[src/rtl/lsu.sv]
// Memory-stage load/store unit: one outstanding req/gnt/rvalid transaction,
// lane steering for stores, aligned extraction and extension for loads.
module lsu #(
  parameter int ADDR_WIDTH = 32
) (
  input  logic                  clk_i,
  input  logic                  rst_ni,
  input  logic                  ex_valid_i,
  output logic                  ex_ready_o,
  input  logic                  op_load_i,
  input  logic [2:0]            funct3_i,
  input  logic [ADDR_WIDTH-1:0] addr_i,
  input  logic [31:0]           wdata_i,
  output logic                  data_req_o,
  input  logic                  data_gnt_i,
  output logic                  data_we_o,
  output logic [3:0]            data_be_o,
  output logic [ADDR_WIDTH-1:0] data_addr_o,
  output logic [31:0]           data_wdata_o,
  input  logic                  data_rvalid_i,
  input  logic [31:0]           data_rdata_i,
  output logic                  wb_valid_o,
  output logic [31:0]           wb_data_o,
  output logic                  misaligned_o
);

  typedef enum logic [1:0] {IDLE, REQ, WAIT, RESP} state_t;

  state_t      state;
  logic        load_p0;
  logic        fault_p0;
  logic [2:0]  funct3_p0;
  logic [1:0]  off_p0;
  logic [31:0] rdata_p1;

  function automatic logic [3:0] be_gen(input logic [2:0] f3, input logic [1:0] o);
    case (f3[1:0])
      2'b00:   be_gen = 4'b0001 << o;
      2'b01:   be_gen = 4'b0011 << o;
      default: be_gen = 4'b1111;
    endcase
  endfunction

  function automatic logic [31:0] wdata_gen(input logic [2:0] f3, input logic [31:0] w);
    case (f3[1:0])
      2'b00:   wdata_gen = {4{w[7:0]}};
      2'b01:   wdata_gen = {2{w[15:0]}};
      default: wdata_gen = w;
    endcase
  endfunction

  function automatic logic [31:0] load_ext(input logic [2:0] f3, input logic [1:0] o,
                                           input logic [31:0] rd);
    logic [31:0] s;
    s = rd >> {o, 3'b000};
    case (f3)
      3'b000:  load_ext = {{24{s[7]}}, s[7:0]};
      3'b100:  load_ext = {24'h0, s[7:0]};
      3'b001:  load_ext = {{16{s[15]}}, s[15:0]};
      3'b101:  load_ext = {16'h0, s[15:0]};
      default: load_ext = s;
    endcase
  endfunction

  // Illegal encodings and misaligned halfword/word accesses never reach the bus.
  function automatic logic is_fault(input logic ld, input logic [2:0] f3, input logic [1:0] o);
    logic illegal;
    logic mis;
    illegal  = ld ? (f3 == 3'b011 || f3 == 3'b110 || f3 == 3'b111)
                  : (f3[2] || f3[1:0] == 2'b11);
    mis      = (f3[1:0] == 2'b01 && o[0]) || (f3[1:0] == 2'b10 && o != 2'b00);
    is_fault = illegal || mis;
  endfunction

  assign ex_ready_o = (state == IDLE);

  always_ff @(posedge clk_i) begin
    if (!rst_ni) begin
      state        <= IDLE;
      data_req_o   <= 1'b0;
      data_we_o    <= 1'b0;
      data_be_o    <= 4'h0;
      data_addr_o  <= '0;
      data_wdata_o <= 32'h0;
      wb_valid_o   <= 1'b0;
      wb_data_o    <= 32'h0;
      misaligned_o <= 1'b0;
    end else begin
      wb_valid_o   <= 1'b0;
      wb_data_o    <= 32'h0;
      misaligned_o <= 1'b0;
      case (state)
        // p0: accept op from execute and present the bus request
        IDLE: if (ex_valid_i) begin
          load_p0   <= op_load_i;
          funct3_p0 <= funct3_i;
          off_p0    <= addr_i[1:0];
          fault_p0  <= is_fault(op_load_i, funct3_i, addr_i[1:0]);
          if (is_fault(op_load_i, funct3_i, addr_i[1:0])) begin
            state <= RESP;
          end else begin
            state        <= REQ;
            data_req_o   <= 1'b1;
            data_we_o    <= !op_load_i;
            data_be_o    <= be_gen(funct3_i, addr_i[1:0]);
            data_addr_o  <= {addr_i[ADDR_WIDTH-1:2], 2'b00};
            data_wdata_o <= wdata_gen(funct3_i, wdata_i);
          end
        end
        REQ: if (data_gnt_i) begin
          data_req_o <= 1'b0;
          state      <= load_p0 ? WAIT : RESP;
        end
        // p1: capture extracted read data
        WAIT: if (data_rvalid_i) begin
          rdata_p1 <= load_ext(funct3_p0, off_p0, data_rdata_i);
          state    <= RESP;
        end
        // p2: single-cycle writeback pulse
        RESP: begin
          wb_valid_o   <= 1'b1;
          misaligned_o <= fault_p0;
          wb_data_o    <= (load_p0 && !fault_p0) ? rdata_p1 : 32'h0;
          state        <= IDLE;
        end
        default: state <= IDLE;
      endcase
    end
  end

endmodule

[config.mk]
export PLATFORM = sky130hd
export DESIGN_NAME = lsu
export DESIGN_NICKNAME = d
export VERILOG_FILES = /design/src/rtl/lsu.sv
export SDC_FILE = /design/constraint.sdc
export NUM_CORES = 1
export LEC_CHECK = 0
export ABC_AREA = 1
export CAP_MARGIN = 20
export CORE_ASPECT_RATIO = 1.1
export CORE_UTILIZATION = 40
export CTS_CLUSTER_SIZE = 16
export DETAILED_ROUTE_END_ITERATION = 8
export PLACE_DENSITY_LB_ADDON = 0.05
export SKIP_CTS_REPAIR_TIMING = 1
export SLEW_MARGIN = 20
export SYNTH_ARGS = -nofsm -noshare
export SYNTH_HDL_FRONTEND = slang
export SYNTH_SLANG_ARGS = --single-unit
[constraint.sdc]
create_clock -name clk_i -period 3.7 [get_ports clk_i]
set_clock_uncertainty 0.05 [all_clocks]
set_input_delay 0.74 -clock clk_i [delete_from_list [all_inputs] [get_ports clk_i]]
set_output_delay 0.74 -clock clk_i [all_outputs]
set_load 0.01 [all_outputs]
==> impl_results.html <==
<table>
<tr><th>Metric</th><th>Value</th></tr>
<tr><th colspan="2">GRT</th></tr>
<tr><td>GRT Resource Usage Total</td><td>22.0%</td></tr>
<tr><td>First-pass GRT wire length</td><td>about 27000 µm</td></tr>
<tr><td>Maximum number of pins on one net before global-route repair</td><td>45</td></tr>
<tr><td>Overflow left after global routing</td><td>0</td></tr>
<tr><td>Number of antenna violations at the first check in global routing</td><td>0</td></tr>
<tr><td>Number of global-route vias before repair</td><td>5692</td></tr>
<tr><th colspan="2">Worst hold path</th></tr>
<tr><td>Tightest Hold Check Type</td><td>reg2reg</td></tr>
<tr><th colspan="2">Placement</th></tr>
<tr><td>Placer Congestion</td><td>0.898</td></tr>
<tr><td>Number of port buffers</td><td>approximately 210</td></tr>
<tr><td>Pre-CTS setup slack</td><td>roughly 650 ps</td></tr>
<tr><td>Detailed placement HPWL</td><td>12100 µm</td></tr>
<tr><td>Placed cell count</td><td>approximately 1100</td></tr>
<tr><th colspan="2">Cells and area</th></tr>
<tr><td>Fill cells</td><td>1366</td></tr>
<tr><td># nets final</td><td>roughly 1100</td></tr>
<tr><td>Seq. cell area</td><td>3250 µm²</td></tr>
<tr><td>Antenna cell count</td><td>0</td></tr>
<tr><td>Area delta synth-&gt;final</td><td>43.5%</td></tr>
<tr><td>Area of combinational cells with multiple inputs</td><td>approximately 2300 µm²</td></tr>
<tr><td>Fraction of layout instances using a drive strength above 1</td><td>under 10%</td></tr>
<tr><td>Filler-free cell count of the finished design</td><td>~1200</td></tr>
<tr><th colspan="2">Critical path</th></tr>
<tr><td>Endpoint kind of the worst setup timing path</td><td>flip-flop</td></tr>
<tr><td>Critical Path Most Common Cell</td><td>sky130_fd_sc_hd__nand2_1</td></tr>
<tr><td>Startpoint class of the critical path</td><td>flip-flop</td></tr>
<tr><td>Worst Path Arrival</td><td>2990 ps</td></tr>
<tr><td>Crit path kind</td><td>reg2reg</td></tr>
<tr><td>Crit path max-delay cell type</td><td>sky130_fd_sc_hd__clkinv_1</td></tr>
<tr><td>Required time of the critical path</td><td>around 4000 ps</td></tr>
<tr><td>Setup slack of the most critical reg-to-reg path</td><td>1000 ps</td></tr>
<tr><td>Critical Path, Cell by Cell</td><td>inv_1 -&gt; ha_1 -&gt; nand2_1 -&gt; clkinv_1 -&gt; nand3_2 -&gt; buf_4 -&gt; nand2_1 -&gt; a21oi_1</td></tr>
<tr><td>Crit-path max cell delay</td><td>between 600 and 700 ps</td></tr>
<tr><td>CP Max Fanout</td><td>41</td></tr>
<tr><th colspan="2">Die</th></tr>
<tr><td>Number of ports placed on the die boundary</td><td>210</td></tr>
<tr><td>Die area</td><td>around 16000 µm²</td></tr>
<tr><td>Cell Rows</td><td>between 40 and 50</td></tr>
<tr><td>Die Wd</td><td>around 120 µm</td></tr>
<tr><td>Initial core utilization</td><td>roughly two fifths</td></tr>
<tr><td>Core Area</td><td>around 15000 µm²</td></tr>
<tr><td>Height of the chip</td><td>approximately 130 µm</td></tr>
<tr><th colspan="2">CTS</th></tr>
<tr><td>Clock latency on the worst-skew pair</td><td>~400 ps</td></tr>
<tr><td>CTS root buf</td><td>sky130_fd_sc_hd__clkbuf_16</td></tr>
<tr><td>Clock Tree Buf Depth</td><td>2</td></tr>
<tr><td>Clock transition time at the flip-flop clock pins of the worst setup and hold paths</td><td>60 ps</td></tr>
<tr><td>CTS tree</td><td>built</td></tr>
<tr><td>Number of buffers created by CTS</td><td>17</td></tr>
<tr><td>CTS HTree Levels</td><td>4</td></tr>
<tr><td># clock sinks</td><td>roughly 140</td></tr>
<tr><th colspan="2">Yosys</th></tr>
<tr><td>Most common library cells after synthesis</td><td>192 x sky130_fd_sc_hd__nand2_1, 104 x sky130_fd_sc_hd__dfxtp_1, 89 x sky130_fd_sc_hd__inv_1, 78 x sky130_fd_sc_hd__nor2_1, 69 x sky130_fd_sc_hd__a21oi_1</td></tr>
<tr><td>Distinct cell type count of the synthesized netlist</td><td>30</td></tr>
<tr><td>Share of async-settable or async-resettable flops after synthesis</td><td>0%</td></tr>
<tr><td>Count of state elements after synthesis</td><td>143</td></tr>
<tr><td>Number of flops mapped to enable cells by yosys</td><td>39</td></tr>
<tr><td>Top area cells in the synthesized netlist</td><td>sky130_fd_sc_hd__dfxtp_1 34%, sky130_fd_sc_hd__edfxtp_1 19%, sky130_fd_sc_hd__nand2_1 12%, sky130_fd_sc_hd__nand4_1 5.8%, sky130_fd_sc_hd__a21oi_1 5.6%</td></tr>
<tr><td>Sequential share of the synthesized area</td><td>between 50% and 60%</td></tr>
<tr><td>Synthesized area divided by synthesized cell count</td><td>roughly 8 µm²</td></tr>
<tr><td>Count of yosys warnings during synthesis</td><td>0</td></tr>
<tr><td>Post-synth design cell area</td><td>6140 µm²</td></tr>
<tr><td>Gate Count Post-Synth</td><td>771</td></tr>
<tr><td>Most instantiated library cell after synthesis</td><td>sky130_fd_sc_hd__nand2_1</td></tr>
<tr><td>Leading register cell type out of synthesis</td><td>sky130_fd_sc_hd__dfxtp_1</td></tr>
<tr><td>Area share of the largest cell type after synthesis</td><td>33.9%</td></tr>
<tr><td>Cell taking the most area after synthesis</td><td>sky130_fd_sc_hd__dfxtp_1</td></tr>
<tr><th colspan="2">Power and ir drop</th></tr>
<tr><td>Switching power as a share of total power</td><td>~29%</td></tr>
<tr><td>Part of the total power dissipated in the clock network</td><td>between 30 and 40%</td></tr>
<tr><td>Proportion of power drawn by combinational gates</td><td>21.6%</td></tr>
<tr><td>VDD IR max</td><td>0.279 mV</td></tr>
<tr><td>Cell leakage power</td><td>approximately 3.6 nW</td></tr>
<tr><td>Sequential fraction of design power</td><td>around two fifths</td></tr>
<tr><td>P_sw</td><td>1.26 mW</td></tr>
<tr><td>Internal portion of total power</td><td>~3.1 mW</td></tr>
<tr><td>Total power divided by cell area</td><td>roughly 500 nW/µm²</td></tr>
<tr><th colspan="2">STA</th></tr>
<tr><td>Final worst-path cycle share</td><td>73.1%</td></tr>
<tr><td>Setup TNS Final</td><td>0 ps</td></tr>
<tr><td>Setup ws final</td><td>between 900 and 1000 ps</td></tr>
<tr><td>RSZ-0062 raised after global routing</td><td>no</td></tr>
<tr><td>Maximum frequency from static timing analysis</td><td>approximately 370 MHz</td></tr>
<tr><td>Hold Fails Final Rpt</td><td>0</td></tr>
<tr><td>Min Clock Period, post-route</td><td>approximately 2700 ps</td></tr>
<tr><td>Max Transition Viols Final</td><td>0</td></tr>
<tr><td>Worst slew margin</td><td>between 30 and 40%</td></tr>
<tr><td>Final setup fails</td><td>0</td></tr>
<tr><td>Slew at the pin closest to its max-slew limit</td><td>about 950 ps</td></tr>
<tr><th colspan="2">Drt</th></tr>
<tr><td>Vias per cell</td><td>between 4 and 5</td></tr>
<tr><td>Total iterations of the first detailed-routing run</td><td>5</td></tr>
<tr><td>Routed WL</td><td>about 17000 µm</td></tr>
<tr><td>Routed via count</td><td>5766</td></tr>
<tr><td>Initial DRC count</td><td>392</td></tr>
<tr><td>Routed wire per std cell</td><td>14.8 µm</td></tr>
<tr><td>Final routed DRC violation total</td><td>0</td></tr>
<tr><td>DRT antenna net count</td><td>0</td></tr>
<tr><th colspan="2">Run</th></tr>
<tr><td>Max-capacitance violation count</td><td>0</td></tr>
<tr><th colspan="2">Run status</th></tr>
<tr><td>Run status</td><td>completed</td></tr>
</table>
[critical path, delay by kind of cell, from the launching register on]
family / cells / cell delay (ps)
simple gates: 3 / 530
fa+ha+maj: 1 / 270
compound gates: 1 / 150
flops: 1 / 420
buf+inv: 3 / 1190
[cell usage in the layout, fill, tap and decap left out, types with 12 or more instances in the layout]
master	count
sky130_fd_sc_hd__nand3_1	22
sky130_fd_sc_hd__nand4_1	57
sky130_fd_sc_hd__edfxtp_1	39
sky130_fd_sc_hd__nand2_1	191
sky130_fd_sc_hd__a21oi_1	69
sky130_fd_sc_hd__clkdlybuf4s50_1	207
sky130_fd_sc_hd__clkbuf_16	17
sky130_fd_sc_hd__inv_1	88
sky130_fd_sc_hd__nor2_1	78
sky130_fd_sc_hd__o21ai_0	27
sky130_fd_sc_hd__o211ai_1	12
sky130_fd_sc_hd__dfxtp_1	104
[sequential cells by signal, summed over array words and instances (netlist names)]
name	cells
data_addr_o	30
data_be_o	4
state	2
load_p0	1
fault_p0	1
wb_data_o	32
rdata_p1	32
data_req_o	1
funct3_p0	3
data_we_o	1
data_wdata_o	32
misaligned_o	1
wb_valid_o	1
off_p0	2
[path summary, 6_finish.rpt]
| check | startpoint | to | depth (start not counted) |
|---|---|---|---|
| setup / recovery | state[0]$_SDFFE_PN0P_ | data_addr_o[25]$_SDFFE_PN0P_ | 8 |
| hold / removal | data_addr_o[3]$_SDFFE_PN0P_ | data_addr_o[3]$_SDFFE_PN0P_ | 2 |
| setup reg to reg | state[0]$_SDFFE_PN0P_ | data_addr_o[25]$_SDFFE_PN0P_ | 8 |
| hold reg to reg | data_addr_o[3]$_SDFFE_PN0P_ | data_addr_o[3]$_SDFFE_PN0P_ | 2 |
[power groups by stage]
stage / Combinational (mW) / Clock, mW / Sequential (mW)
finish: 0.937 / 1.59 / 1.82
CTS: 0.944 / 1.62 / 1.81
global route: 1.03 / 1.69 / 1.83
detailed placement: 0.938 / 0 / 1.85
global placement: 0.918 / 0 / 1.84
floorplan: 0.508 / 0 / 1.87
[stage by stage]
| stage | utilization [%] | hold slack (ps) | area [µm²] | power (mW) |
|---|---|---|---|---|
| floorplan | - | 389 | 6140 | 2.38 |
| global placement | 55.1 | 393 | 8260 | 2.76 |
| detailed placement | 55.1 | 402 | 8260 | 2.78 |
| CTS | 58.7 | 411 | 8810 | 4.38 |
| global route | 58.7 | 425 | 8810 | 4.56 |
| finish | 58.7 | 410 | 8810 | 4.34 |
[kinds of logic (layout without fill, tap and decap cells)]
| logic type | after synthesis | in the layout | synth area share, % |
|---|---|---|---|
| AOI/OAI and AO/OA | 116 | 116 | 10.4 |
| adders and majority gates | 4 | 4 | 0.815 |
| buffers and inverters | 148 | 343 | 10.5 |
| DFF | 143 | 143 | 53.0 |
| other | 1 | 2 | 0.0611 |
| and+or+nand+nor | 359 | 359 | 25.3 |
[cell type report]
| type | instances | share of cell area, % |
|---|---|---|
| Clock inverter | 13 | 1.31 |
| Timing Repair Buffer | 218 | 24.5 |
| Multi-Input combinational cell | 481 | 25.6 |
| Inverter | 93 | 3.99 |
| Sequential cell | 143 | 36.9 |
| Clock buffer | 19 | 4.92 |
| Tap cell | 196 | 2.78 |
[per-layer routing]
metal  track usage [%]  wire (µm)  up-vias
li1                  -          -     2871
met3              7.18       1300       33
met5                 0          0        -
met4              9.24        431        0
met1              24.6       6790     2664
met2              37.9       8670      198
(Power assumes the default switching activity.)
